[config.mk]
export PLATFORM = sky130hd
export DESIGN_NAME = rgmii_ddr_tx_fmt
export DESIGN_NICKNAME = d
export VERILOG_FILES = /design/src/rtl/eth_rgmii_pkg.sv /design/src/rtl/rgmii_tx_clk_div.sv /design/src/rtl/rgmii_ddr_tx_fmt.sv
export SDC_FILE = /design/constraint.sdc
export NUM_CORES = 1
export LEC_CHECK = 0
export ABC_AREA = 1
export BUFFER_PORTS_ARGS = -buffer_cell sky130_fd_sc_hd__buf_2
export CORE_MARGIN = 5
export CORE_UTILIZATION = 55
export CTS_BUF_LIST = sky130_fd_sc_hd__clkbuf_8
export CTS_CLUSTER_SIZE = 24
export DETAILED_ROUTE_END_ITERATION = 12
export PLACE_DENSITY = 0.75
export RECOVER_POWER = 100
export SYNTH_ARGS = -nofsm -noshare
export SYNTH_HDL_FRONTEND = slang
export SYNTH_SLANG_ARGS = --single-unit
[constraint.sdc]
create_clock -name clk -period 4.7 [get_ports clk]
set_input_delay 0.94 -clock clk [delete_from_list [all_inputs] [get_ports clk]]
set_output_delay 0.94 -clock clk [all_outputs]
set_load 0.02 [all_outputs]
[src/rtl/eth_rgmii_pkg.sv]
// eth_rgmii_pkg: shared RGMII definitions.
//   speed_e      : active link rate encoding (matches the 2-bit `speed` input)
//   DEF_DIV_*    : default 125 MHz cycles per nibble period at 100 / 10 Mb/s
//   tx_byte_t    : captured GMII byte with its control bits
//   tx_word_t    : one cycle's worth of ODDR q1/q2 values
//   decode_speed : maps the raw 2-bit speed input onto speed_e (2'b11 -> 1000)
package eth_rgmii_pkg;

  typedef enum logic [1:0] {
    SPEED_10   = 2'b00,
    SPEED_100  = 2'b01,
    SPEED_1000 = 2'b10
  } speed_e;

  localparam int unsigned DEF_DIV_100 = 5;
  localparam int unsigned DEF_DIV_10  = 50;

  typedef struct packed {
    logic [7:0] txd;
    logic       en;
    logic       er;
  } tx_byte_t;

  typedef struct packed {
    logic [3:0] d1;
    logic [3:0] d2;
    logic       c1;
    logic       c2;
    logic       t1;
    logic       t2;
  } tx_word_t;

  function automatic speed_e decode_speed(input logic [1:0] s);
    case (s)
      2'b00:   return SPEED_10;
      2'b01:   return SPEED_100;
      default: return SPEED_1000;
    endcase
  endfunction

endpackage

[src/rtl/rgmii_tx_clk_div.sv]
// rgmii_tx_clk_div: byte-phase counter and forwarded-clock pattern generator.
//   clk, rst     : 125 MHz clock, synchronous active-high reset
//   act_speed    : speed in force for the current byte
//   next_speed   : speed in force for the next cycle (differs only at a boundary)
//   mac_ce       : byte-accept strobe (0 during rst and in the first cycle after it)
//   latch_en     : byte boundary; active speed may be re-latched here
//   nib_hi       : next cycle sends the upper nibble (10/100 only)
//   txc_q1_d/q2_d: next-cycle TXC values for the rising / falling ODDR edge
module rgmii_tx_clk_div
  import eth_rgmii_pkg::*;
#(
  parameter int unsigned DIV_100 = DEF_DIV_100,
  parameter int unsigned DIV_10  = DEF_DIV_10,
  parameter int unsigned CNT_W   = 7
) (
  input  logic   clk,
  input  logic   rst,
  input  speed_e act_speed,
  input  speed_e next_speed,
  output logic   mac_ce,
  output logic   latch_en,
  output logic   nib_hi,
  output logic   txc_q1_d,
  output logic   txc_q2_d
);

  localparam logic [CNT_W-1:0] N100    = CNT_W'(DIV_100);
  localparam logic [CNT_W-1:0] N10     = CNT_W'(DIV_10);
  localparam logic [CNT_W-1:0] LAST100 = CNT_W'(2 * DIV_100 - 1);
  localparam logic [CNT_W-1:0] LAST10  = CNT_W'(2 * DIV_10 - 1);

  logic [CNT_W-1:0] cnt_q, cnt_d;
  logic             first_q, first_d;
  logic [CNT_W-1:0] last_cur, n_nxt, phase, half;

  always_comb begin
    last_cur = (act_speed == SPEED_10) ? LAST10 : LAST100;
    mac_ce   = 1'b0;
    if (!rst && !first_q) begin
      mac_ce = (act_speed == SPEED_1000) || (cnt_q == last_cur);
    end
    latch_en = mac_ce | first_q;
    first_d  = 1'b0;

    if (latch_en || act_speed == SPEED_1000) begin
      cnt_d = '0;
    end else begin
      cnt_d = cnt_q + CNT_W'(1);
    end

    // Pattern is computed for the count the next cycle will show, so the
    // registered outputs line up with cnt without an extra pipeline stage.
    n_nxt  = (next_speed == SPEED_10) ? N10 : N100;
    nib_hi = (cnt_d >= n_nxt);
    phase  = nib_hi ? (cnt_d - n_nxt) : cnt_d;
    half   = n_nxt >> 1;

    txc_q1_d = 1'b0;
    txc_q2_d = 1'b0;
    if (next_speed == SPEED_1000) begin
      txc_q1_d = 1'b1;
    end else if (phase < half) begin
      txc_q1_d = 1'b1;
      txc_q2_d = 1'b1;
    end else if (n_nxt[0] && phase == half) begin
      // odd N: the high time ends half-way through this cycle
      txc_q1_d = 1'b1;
    end
  end

  always_ff @(posedge clk) begin
    if (rst) begin
      cnt_q   <= '0;
      first_q <= 1'b1;
    end else begin
      cnt_q   <= cnt_d;
      first_q <= first_d;
    end
  end

endmodule

[src/rtl/rgmii_ddr_tx_fmt.sv]
// rgmii_ddr_tx_fmt: GMII byte stream to RGMII TX ODDR q1/q2 words at 1000/100/10 Mb/s.
//   clk, rst            : 125 MHz clock, synchronous active-high reset
//   speed[1:0]          : 10=1000, 01=100, 00=10, 11=1000; latched at byte boundaries only
//   gmii_txd/en/er      : MAC byte, sampled when mac_ce=1
//   mac_ce              : byte-accept strobe
//   txd_q1/q2           : TXD rising / falling edge values
//   tx_ctl_q1/q2        : TX_CTL rising (en) / falling (en^er) edge values
//   txc_q1/q2           : forwarded clock rising / falling edge values
//   frame_cnt[15:0]     : only with RGMII_TX_FRAME_CNT_EN; counts tx_en rising at accepted bytes
module rgmii_ddr_tx_fmt
  import eth_rgmii_pkg::*;
#(
  parameter int unsigned DIV_100 = DEF_DIV_100,
  parameter int unsigned DIV_10  = DEF_DIV_10,
  parameter int unsigned CNT_W   = 7
) (
  input  logic       clk,
  input  logic       rst,
  input  logic [1:0] speed,
  input  logic [7:0] gmii_txd,
  input  logic       gmii_tx_en,
  input  logic       gmii_tx_er,
  output logic       mac_ce,
  output logic [3:0] txd_q1,
  output logic [3:0] txd_q2,
  output logic       tx_ctl_q1,
  output logic       tx_ctl_q2,
  output logic       txc_q1,
  output logic       txc_q2
`ifdef RGMII_TX_FRAME_CNT_EN
  ,
  output logic [15:0] frame_cnt
`endif
);

  speed_e   spd_q, spd_d;
  tx_byte_t byte_q, byte_d;
  tx_word_t out_q, out_d;
  logic     latch_en, nib_hi, txc1_d, txc2_d;
  logic [3:0] nib;

  rgmii_tx_clk_div #(
    .DIV_100 (DIV_100),
    .DIV_10  (DIV_10),
    .CNT_W   (CNT_W)
  ) u_clk_div (
    .clk        (clk),
    .rst        (rst),
    .act_speed  (spd_q),
    .next_speed (spd_d),
    .mac_ce     (mac_ce),
    .latch_en   (latch_en),
    .nib_hi     (nib_hi),
    .txc_q1_d   (txc1_d),
    .txc_q2_d   (txc2_d)
  );

  always_comb begin
    spd_d  = latch_en ? decode_speed(speed) : spd_q;
    byte_d = mac_ce ? {gmii_txd, gmii_tx_en, gmii_tx_er} : byte_q;
    nib    = nib_hi ? byte_d.txd[7:4] : byte_d.txd[3:0];

    out_d.c1 = byte_d.en;
    out_d.c2 = byte_d.en ^ byte_d.er;
    out_d.t1 = txc1_d;
    out_d.t2 = txc2_d;
    if (spd_d == SPEED_1000) begin
      out_d.d1 = byte_d.txd[3:0];
      out_d.d2 = byte_d.txd[7:4];
    end else begin
      out_d.d1 = nib;
      out_d.d2 = nib;
    end
  end

  always_ff @(posedge clk) begin
    if (rst) begin
      spd_q  <= SPEED_1000;
      byte_q <= '0;
      out_q  <= '0;
    end else begin
      spd_q  <= spd_d;
      byte_q <= byte_d;
      out_q  <= out_d;
    end
  end

  assign txd_q1    = out_q.d1;
  assign txd_q2    = out_q.d2;
  assign tx_ctl_q1 = out_q.c1;
  assign tx_ctl_q2 = out_q.c2;
  assign txc_q1    = out_q.t1;
  assign txc_q2    = out_q.t2;

`ifdef RGMII_TX_FRAME_CNT_EN
  logic [15:0] frame_cnt_q, frame_cnt_d;

  // byte_q.en is the tx_en of the previously accepted byte
  always_comb begin
    frame_cnt_d = frame_cnt_q;
    if (mac_ce && gmii_tx_en && !byte_q.en) begin
      frame_cnt_d = frame_cnt_q + 16'd1;
    end
  end

  always_ff @(posedge clk) begin
    if (rst) begin
      frame_cnt_q <= '0;
    end else begin
      frame_cnt_q <= frame_cnt_d;
    end
  end

  assign frame_cnt = frame_cnt_q;
`endif

endmodule

==> flow_metrics.env, run 1 <==
export IMPL_status="finished clean"
export IMPL_cts_tree="yes"
export IMPL_core_area_sq_mm=0.00305
export IMPL_power_leakage_nw=1.12
export IMPL_setup_viol=0
export IMPL_final_cell_mix="65 x sky130_fd_sc_hd__nand2_1, 31 x sky130_fd_sc_hd__dfxtp_1, 30 x sky130_fd_sc_hd__nor2_1, 30 x sky130_fd_sc_hd__inv_1, 15 x sky130_fd_sc_hd__clkbuf_1"
export IMPL_global_route_usage_total_pct=17.8
export IMPL_max_slew_worst_pin_slew_ns=0.904
export IMPL_start_util_pct=57.1
export IMPL_nNetsFinal=297
export IMPL_drc_errors=0
export IMPL_synthTopCellsByArea="sky130_fd_sc_hd__dfxtp_1 36%, sky130_fd_sc_hd__nand2_1 14%, sky130_fd_sc_hd__ha_1 7.2%"
export IMPL_cp_slowest_stage_delay_ns=0.30
export IMPL_ant_nets=0
export IMPL_placement_io_buffers=26
export IMPL_die_footprint_sq_mm=0.00440
export IMPL_synth_warn=0
export IMPL_cp_data_required_time_ns=4.82
export IMPL_antenna_found_initial=0
export IMPL_start_kind="input port"
export IMPL_num_rows=20
export IMPL_ctsRootBufferMaster="sky130_fd_sc_hd__clkbuf_8"
export IMPL_min_path_type="reg2reg"
export IMPL_count_of_cells_resized_by_post_cts_repair=0
export IMPL_cts_repair_timing_setup_buffer_count=0
export IMPL_grt_max_degree=22
export IMPL_first_global_vias=1429
export IMPL_drv_max_cap_violation_count=0
export IMPL_synth_distinct_cells=32
export IMPL_holdWs_ns=0.543
export IMPL_cp_slowest_cell="sky130_fd_sc_hd__ha_1"
export IMPL_slew_viols_final=0
export IMPL_vdd_ir_drop_max_v=0.000233
export IMPL_mappedNetlistArea_sq_mm=0.00174
export IMPL_globalRoute_totalOverflow=0
export IMPL_cts_made_buffers=5
export IMPL_clock_fmax_ghz=0.243
export IMPL_hold_viol=0
export IMPL_cts_htree_levels=2
export IMPL_worst_endpoint_arrival_ns=4.23
export IMPL_final_design_area_no_fill_sq_mm=0.00202
export IMPL_relSlewSlack_pct=39.7
export IMPL_via_count=1516
export IMPL_post_dp_hpwl_mm=2.70
export IMPL_setup_worst_path_class="in2reg"
export IMPL_synth_fp_nets=265
export IMPL_die_height_microns=66.3
export IMPL_worst_path_max_fanout=9
export IMPL_final_min_period_over_clock_period_pct=87.5
export IMPL_top_level_ports=27
export IMPL_multi_input_comb_area_sq_um=975
export IMPL_cts_max_path_buffers=2
export IMPL_ys_ff_latch=31
export IMPL_postSynthCellCount=240
export IMPL_most_frequent_standard_cell_in_the_layout_excluding_fill_and_tap_cells="sky130_fd_sc_hd__nand2_1"
export IMPL_power_density_mw_per_mm2=336
export IMPL_totalWireLength_mm=3.40
export IMPL_synth_top_cell_area_share_pct=35.6
export IMPL_wl_per_cell_microns=10.7
export IMPL_clkSinkCount=31
export IMPL_dpl_instance_area_sq_mm=0.00193
export IMPL_cts_hold_buf=0
export IMPL_final_setup_skew_ns=0.00636
export IMPL_syn_to_final_growth_pct=16.2
export IMPL_drive_above_1_share_pct=15.0
export IMPL_critical_path_endpoint_type="flip-flop"
export IMPL_antenna_cells_inserted=0
export IMPL_drtPass1Iterations=4
export IMPL_fp_dieW_microns=66.3
export IMPL_worst_path_most_repeated_cell="sky130_fd_sc_hd__nand2_1"
export IMPL_seq_area_sq_um=621
export IMPL_gp_routability_congestion=0.834
export IMPL_cts_reportedPaths_clkPinSlew_ns=0.06
export IMPL_finalCriticalPeriod_ns=4.11
export IMPL_viasPerCell=4.78
export IMPL_syn_area_per_cell_sq_um=7.26
export IMPL_drtIter0Drc=41
export IMPL_worst_skew_pair_late_latency_ns=0.28
export IMPL_synth_seq_area_share_pct=35.6
export IMPL_fillers=300
export IMPL_rsz0062_at_grt="false"
export IMPL_grt_first_pass_wirelength_mm=5.97
export IMPL_yosys_area_top_type="sky130_fd_sc_hd__dfxtp_1"
export IMPL_fin_tns_setup_ns=0
==> where the power goes <==
| part | switching (mW) | internal [mW] | total (mW) |
|---|---|---|---|
| clock network | 0.0920 | 0.171 | 0.263 |
| logic | 0.0865 | 0.0461 | 0.133 |
| registers | 0.00523 | 0.279 | 0.284 |
| total | 0.184 | 0.496 | 0.680 |
==> synthesized netlist by cell type, drive strengths merged <==
cell type   n
a211oi      1
a21oi       7
buf         1
clkbuf      2
clkinv      1
dfxtp      31
fa          1
ha         10
inv        34
mux2i      10
nand2      72
nand3      13
nand3b      2
nand4       3
nor2       34
nor3        4
nor3b       1
nor4        1
o21ai       4
o21bai      1
o22a        1
xnor2       3
xor2        3
==> per-layer routing <==
layer | global-route usage (%) | vias to the layer above | part of all wire (%)
li1 | - | 818 | -
met1 | 21.8 | 658 | 48
met2 | 29.1 | 31 | 45
met3 | 4.25 | 9 | 4.4
met4 | 8.12 | 0 | 2.1
met5 | 0 | - | 0
==> metrics by stage <==
stage | power [mW] | instances | worst slack [ns] | utilization [%]
5_1_grt | 0.720 | 317 | 0.109 | 66.3
2_1_floorplan | 0.390 | 240 | 0.836 | -
4_1_cts | 0.690 | 317 | 0.667 | 67.1
3_3_place_gp | 0.424 | 309 | 0.458 | 63.2
3_5_place_dp | 0.426 | 309 | 0.394 | 63.2
6_report | 0.680 | 317 | 0.590 | 66.3
==> final cells by class <==
cell class	instances	share of cell area, %
clock inverter	2	1.73
clock buffer	6	4.08
inverter	35	6.55
multi-input combinational	171	48.1
timing repair buffer	28	6.12
sequential	31	30.7
tap	44	2.72
==> flip-flops by register name, summed over array words and instances, names as in the netlist <==
name / count
txd_q1: 4
txc_q2: 1
u_clk_div.cnt_q: 7
byte_q: 9
spd_q: 2
txc_q1: 1
tx_ctl_q1: 1
txd_q2: 4
tx_ctl_q2: 1
u_clk_div.first_q: 1
==> worst max-delay path: cells and delay by family <==
kind / cells / cell delay [ns]
compound gates: 4 / 0.65
fa+ha+maj: 2 / 0.59
buf+inv: 4 / 0.50
simple gates: 17 / 1.56
==> cells by family after synthesis <==
group	share of synthesized area, %
flops	35.6
xor+xnor	3.02
mux	5.74
buf+inv	8.33
fa+ha+maj	8.33
compound gates	4.52
simple gates	34.5
==> final timing paths <==
path	start	end	slack, ns	depth (start not counted)
hold / removal	byte_q[0]	byte_q[0]	0.54	2
setup / recovery	rst	txc_q1	0.59	27
hold reg to reg	byte_q[0]	byte_q[0]	0.54	2
setup reg to reg	u_clk_div.cnt_q[3]	txc_q1	0.65	31
Note: power is estimated with default switching activity, not from simulation.
==> run 2, diff against run 1 <==
Settings changed: CELL_PAD_IN_SITES_DETAIL_PLACEMENT set to 2, CELL_PAD_IN_SITES_GLOBAL_PLACEMENT set to 2, CORE_UTILIZATION 55 to 33, PLACE_DENSITY 0.75 to 0.79.
==> flow_metrics.env, run 2 (synthesis gave the netlist of run 1 again) <==
export IMPL_status="finished clean"
export IMPL_setup_worst_path_class="in2reg"
export IMPL_worst_path_max_fanout=9
export IMPL_num_rows=26
export IMPL_dpl_worst_slack_ns=0.301
export IMPL_post_dp_hpwl_mm=3.96
export IMPL_drc_errors=0
export IMPL_antenna_found_initial=0
export IMPL_power_density_mw_per_mm2=311
export IMPL_clkSinkCount=31
export IMPL_crit_path_end="txc_q1"
export IMPL_largest_register_ff_count=9
export IMPL_cts_reportedPaths_clkPinSlew_ns=0.06
export IMPL_final_min_period_over_clock_period_pct=85.7
export IMPL_hold_viol=0
export IMPL_cts_made_buffers=5
export IMPL_die_footprint_sq_mm=0.00684
export IMPL_dpl_instance_area_sq_mm=0.00197
export IMPL_met3WireLength_microns=94
export IMPL_relSlewSlack_pct=35.0
export IMPL_count_of_cells_resized_by_post_cts_repair=0
export IMPL_cts_repair_timing_setup_buffer_count=0
export IMPL_gp_routability_congestion=0.811
export IMPL_drtIter0Drc=32
export IMPL_cts_hold_buf=0
export IMPL_r2r_end="txc_q1"
export IMPL_rrSetupSlack_ns=0.69
export IMPL_slew_viols_final=0
export IMPL_final_cell_mix="64 x sky130_fd_sc_hd__nand2_1, 31 x sky130_fd_sc_hd__dfxtp_1, 30 x sky130_fd_sc_hd__inv_1, 30 x sky130_fd_sc_hd__nor2_1, 15 x sky130_fd_sc_hd__clkbuf_1"
export IMPL_max_slew_worst_pin_slew_ns=0.975
export IMPL_top_layer_used="met4"
export IMPL_viasPerCell=4.66
export IMPL_critPathLaunch="rst"
export IMPL_fin_tns_setup_ns=0
export IMPL_cp_data_required_time_ns=4.83
export IMPL_final_design_area_no_fill_sq_mm=0.00203
export IMPL_die_height_microns=82.7
export IMPL_globalRoute_totalOverflow=0
export IMPL_drtPass1Iterations=3
export IMPL_syn_to_final_growth_pct=16.7
export IMPL_grt_first_pass_wirelength_mm=7.96
export IMPL_power_leakage_nw=1.11
export IMPL_worst_r2r_path_depth=31
export IMPL_routedLengthMet1_mm=2.09
export IMPL_registers_top_by_ff_count="byte_q"
export IMPL_critical_path_endpoint_type="flip-flop"
export IMPL_worst_skew_pair_late_latency_ns=0.28
export IMPL_fp_dieW_microns=82.7
export IMPL_start_kind="input port"
export IMPL_via_count=1597
export IMPL_vdd_ir_drop_max_v=0.000105
export IMPL_final_setup_skew_ns=0.00544
export IMPL_start_util_pct=34.1
export IMPL_most_frequent_standard_cell_in_the_layout_excluding_fill_and_tap_cells="sky130_fd_sc_hd__nand2_1"
export IMPL_ctsRootBufferMaster="sky130_fd_sc_hd__clkbuf_8"
export IMPL_nNetsFinal=298
export IMPL_route_met2_wl_mm=2.49
export IMPL_totalWireLength_mm=4.73
export IMPL_drv_max_cap_violation_count=0
export IMPL_core_area_sq_mm=0.00511
export IMPL_ant_nets=0
export IMPL_cts_htree_levels=2
export IMPL_global_route_usage_total_pct=15.4
export IMPL_placement_io_buffers=26
export IMPL_first_global_vias=1721
export IMPL_reg2reg_from="u_clk_div.cnt_q[3]"
export IMPL_cts_tree="yes"
export IMPL_post_route_worst_setup_slack_ns=0.671
export IMPL_wl_per_cell_microns=13.8
export IMPL_cts_max_path_buffers=2
export IMPL_antenna_cells_inserted=0
export IMPL_setup_viol=0
export IMPL_finalCriticalPeriod_ns=4.03
export IMPL_min_path_type="reg2reg"
export IMPL_clock_fmax_ghz=0.248
export IMPL_drive_above_1_share_pct=15.4
export IMPL_reg_top3="byte_q (9), u_clk_div.cnt_q (7)"
export IMPL_rsz0062_at_grt="false"
export IMPL_worst_endpoint_arrival_ns=4.16
export IMPL_top_level_ports=27
export IMPL_grt_max_degree=22
-- run 2: changes by cell type in the layout (fill, tap and decap cells not counted), sizes merged --
cell    delta
buf        +1
bufinv     -1
-- run 2: cell type report --
class / count / area [sq um]
fillers: 647 / 3070
multi-input cells: 171 / 977
flip-flops and latches: 31 / 621
inverters: 35 / 133
repair buffers: 29 / 129
well taps: 70 / 87.6
clock buffers: 6 / 82.6
clock inverters: 1 / 5.00
-- run 2: per-layer routing --
layer / GRT usage, % / vias up
met5: 0 / -
li1: - / 811
met4: 3.92 / 0
met3: 2.93 / 7
met2: 28.4 / 17
met1: 18.1 / 762
-- run 2: metrics by stage --
stage	cells	util [%]	total power, mW	hold slack (ns)
3_5_place_dp	336	38.6	0.437	0.544
6_report	343	39.8	0.633	0.554
5_1_grt	343	39.8	0.674	0.602
2_1_floorplan	240	-	0.390	0.498
3_3_place_gp	336	38.6	0.431	0.531
4_1_cts	343	40.3	0.646	0.562
-- run 2: worst min path at each step --
stage / from / end / slack (ns) / depth (start not counted)
2_1_floorplan: byte_q[6] / byte_q[6] / 0.50 / 2
3_3_place_gp: byte_q[0] / byte_q[0] / 0.53 / 2
3_5_place_dp: byte_q[5] / byte_q[5] / 0.54 / 2
4_1_cts: byte_q[8] / byte_q[8] / 0.56 / 2
5_1_grt: byte_q[8] / byte_q[8] / 0.60 / 2
6_report: byte_q[5] / byte_q[5] / 0.55 / 2
-- run 2: power by group --
group          switching, mW  internal (mW)
combinational         0.0926         0.0479
sequential           0.00576          0.279
clock                 0.0934          0.115
-- run 2: critical path, stage by stage --
cell and delay [ns]:
sky130_fd_sc_hd__clkbuf_1 0.08, sky130_fd_sc_hd__nor2_1 0.11, sky130_fd_sc_hd__nand2_2 0.08, sky130_fd_sc_hd__nand2_1 0.13, sky130_fd_sc_hd__nand2_1 0.07, sky130_fd_sc_hd__o21ai_1 0.16
sky130_fd_sc_hd__nand2_1 0.18, sky130_fd_sc_hd__inv_2 0.15, sky130_fd_sc_hd__ha_1 0.30, sky130_fd_sc_hd__nand2_1 0.09, sky130_fd_sc_hd__nor2_1 0.04, sky130_fd_sc_hd__a211oi_1 0.23
sky130_fd_sc_hd__nand2_1 0.09, sky130_fd_sc_hd__nand2_1 0.08, sky130_fd_sc_hd__nand2_2 0.07, sky130_fd_sc_hd__nand2_4 0.09, sky130_fd_sc_hd__nand2_4 0.09, sky130_fd_sc_hd__inv_1 0.19
sky130_fd_sc_hd__o21ai_0 0.13, sky130_fd_sc_hd__ha_1 0.28, sky130_fd_sc_hd__inv_1 0.05, sky130_fd_sc_hd__o21bai_1 0.16, sky130_fd_sc_hd__nor2_2 0.07, sky130_fd_sc_hd__nor2_2 0.14
sky130_fd_sc_hd__nor2_2 0.04, sky130_fd_sc_hd__nor2_1 0.08, sky130_fd_sc_hd__nor2_1 0.04
==> run 3, diff against run 2 <==
Settings changed: REMOVE_ABC_BUFFERS set to 1.
==> flow_metrics.env, run 3 (synthesis gave the netlist of run 1 again) <==
export IMPL_die_height_microns=82.7
export IMPL_cts_repair_timing_setup_buffer_count=0
export IMPL_switching_share_pct=31.6
export IMPL_antenna_found_initial=0
export IMPL_post_dp_hpwl_mm=4.20
export IMPL_cp_slowest_cell="sky130_fd_sc_hd__ha_1"
export IMPL_cts_hold_buf=0
export IMPL_wl_per_cell_microns=15.1
export IMPL_cts_htree_levels=2
export IMPL_worst_path_buf_inv=4
export IMPL_critPathLaunch="rst"
export IMPL_slew_viols_final=0
export IMPL_most_frequent_standard_cell_in_the_layout_excluding_fill_and_tap_cells="sky130_fd_sc_hd__nand2_1"
export IMPL_nNetsFinal=297
export IMPL_start_kind="input port"
export IMPL_die_footprint_sq_mm=0.00684
export IMPL_final_setup_skew_ns=0.00750
export IMPL_placement_io_buffers=26
export IMPL_relSlewSlack_pct=65.4
export IMPL_drive_above_1_share_pct=15.4
export IMPL_drtIter0Drc=59
export IMPL_setup_worst_path_class="in2reg"
export IMPL_timing_hold_worst_endpoint="byte_q[5]"
export IMPL_worst_r2r_path_depth=31
export IMPL_grt_first_pass_wirelength_mm=8.78
export IMPL_worst_skew_pair_late_latency_ns=0.29
export IMPL_final_design_area_no_fill_sq_mm=0.00203
export IMPL_ant_nets=0
export IMPL_clkSinkCount=31
export IMPL_final_cell_mix="64 x sky130_fd_sc_hd__nand2_1, 31 x sky130_fd_sc_hd__dfxtp_1, 30 x sky130_fd_sc_hd__nor2_1, 30 x sky130_fd_sc_hd__inv_1"
export IMPL_gp_routability_congestion=0.882
export IMPL_cts_tree="yes"
export IMPL_power_frac_comb_pct=21.9
export IMPL_worst_path_max_fanout=9
export IMPL_sequentialPowerShare_pct=44.1
export IMPL_part_of_the_total_power_dissipated_in_the_clock_network_pct=33.9
export IMPL_totalWireLength_mm=5.18
export IMPL_fin_tns_setup_ns=0
export IMPL_worst_endpoint_arrival_ns=4.35
export IMPL_hold_viol=0
export IMPL_globalRoute_totalOverflow=0
export IMPL_dpl_instance_area_sq_mm=0.00196
export IMPL_start_util_pct=34.1
export IMPL_core_area_sq_mm=0.00511
export IMPL_rrSetupSlack_ns=0.55
export IMPL_worst_path_most_repeated_cell="sky130_fd_sc_hd__nand2_1"
export IMPL_clock_fmax_ghz=0.239
export IMPL_cts_reportedPaths_clkPinSlew_ns=0.07
export IMPL_cp_top_family="simple AND/OR/NAND/NOR gates"
export IMPL_syn_to_final_growth_pct=16.4
export IMPL_cts_made_buffers=5
export IMPL_fp_dieW_microns=82.7
export IMPL_viasPerCell=4.70
export IMPL_top_level_ports=27
export IMPL_count_of_cells_resized_by_post_cts_repair=0
export IMPL_min_path_type="reg2reg"
export IMPL_cp_data_required_time_ns=4.87
export IMPL_grt_max_degree=22
export IMPL_hold_start="byte_q[5]"
export IMPL_drtPass1Iterations=4
export IMPL_antenna_cells_inserted=0
export IMPL_via_count=1607
export IMPL_vdd_ir_drop_max_v=0.000111
export IMPL_setup_viol=0
export IMPL_reg_top3="byte_q (9), u_clk_div.cnt_q (7)"
export IMPL_reg2reg_from="u_clk_div.cnt_q[3]"
export IMPL_finalCriticalPeriod_ns=4.18
export IMPL_registers_top_by_ff_count="byte_q"
export IMPL_drv_max_cap_violation_count=0
export IMPL_critical_path_endpoint_type="flip-flop"
export IMPL_cp_slowest_stage_delay_ns=0.30
export IMPL_p_sw_mw=0.203
export IMPL_final_min_period_over_clock_period_pct=89.0
export IMPL_global_route_usage_total_pct=17.4
export IMPL_largest_register_ff_count=9
export IMPL_max_slew_worst_pin_slew_ns=0.516
export IMPL_num_rows=26
export IMPL_r2r_end="txc_q1"
export IMPL_power_leakage_nw=1.10
export IMPL_first_global_vias=1806
export IMPL_cts_max_path_buffers=2
export IMPL_power_density_mw_per_mm2=317
export IMPL_rsz0062_at_grt="false"
export IMPL_cell_internal_pwr_mw=0.441
export IMPL_ctsRootBufferMaster="sky130_fd_sc_hd__clkbuf_8"
export IMPL_drc_errors=0
export IMPL_status="finished clean"
export IMPL_min_path_cells=2
-- run 3: cell types whose count changed in the layout (fill, tap and decap cells not counted), sizes merged --
| cell | previous run | this run |
|---|---|---|
| clkbuf | 21 | 19 |
| buf | 14 | 15 |
-- run 3: worst min-delay path, cell delays in order (launching register included) --
cell,delay (ns)
sky130_fd_sc_hd__dfxtp_1,0.31
sky130_fd_sc_hd__mux2i_1,0.08
sky130_fd_sc_hd__nor2_1,0.12
-- run 3: worst max path at each step --
stage	endpoint	depth (start not counted)
2_1_floorplan	txc_q1	26
3_3_place_gp	txc_q1	27
3_5_place_dp	txc_q1	27
4_1_cts	txc_q1	27
5_1_grt	txc_q1	31
6_report	txc_q1	27
-- run 3: stage by stage --
stage	hold slack, ns	util [%]	instances	total power, mW	setup slack [ns]
after detailed placement	0.548	38.4	335	0.436	0.213
final	0.559	39.7	342	0.644	0.516
after floorplan	0.498	-	237	0.388	0.667
after global placement	0.531	38.4	335	0.432	0.380
after global routing	0.594	39.7	342	0.683	0.0311
after CTS	0.566	40.2	342	0.658	0.427
-- run 3: per-layer routing --
layer  GRT usage [%]  vias to the layer above  share of wire, %
li1                -                      817                 -
met1            22.6                      759                49
met2            28.6                       22                46
met3            4.01                        9               3.0
met4            5.07                        0               1.7
met5               0                        -                 0
-- run 3: cell type report --
cell class | count | area [sq um]
Tap cell | 70 | 87.6
Clock buffer | 6 | 82.6
Fill cell | 648 | 3080
Inverter | 35 | 133
Clock inverter | 1 | 5.00
Multi-Input combinational cell | 171 | 971
Sequential cell | 31 | 621
Timing Repair Buffer | 28 | 129
-- run 3: power groups by stage --
stage / clock network, mW / logic [mW] / registers (mW)
after global routing: 0.236 / 0.161 / 0.286
after CTS: 0.227 / 0.147 / 0.284
after floorplan: 0 / 0.0858 / 0.302
after global placement: 0 / 0.142 / 0.289
final: 0.219 / 0.141 / 0.284
after detailed placement: 0 / 0.146 / 0.290
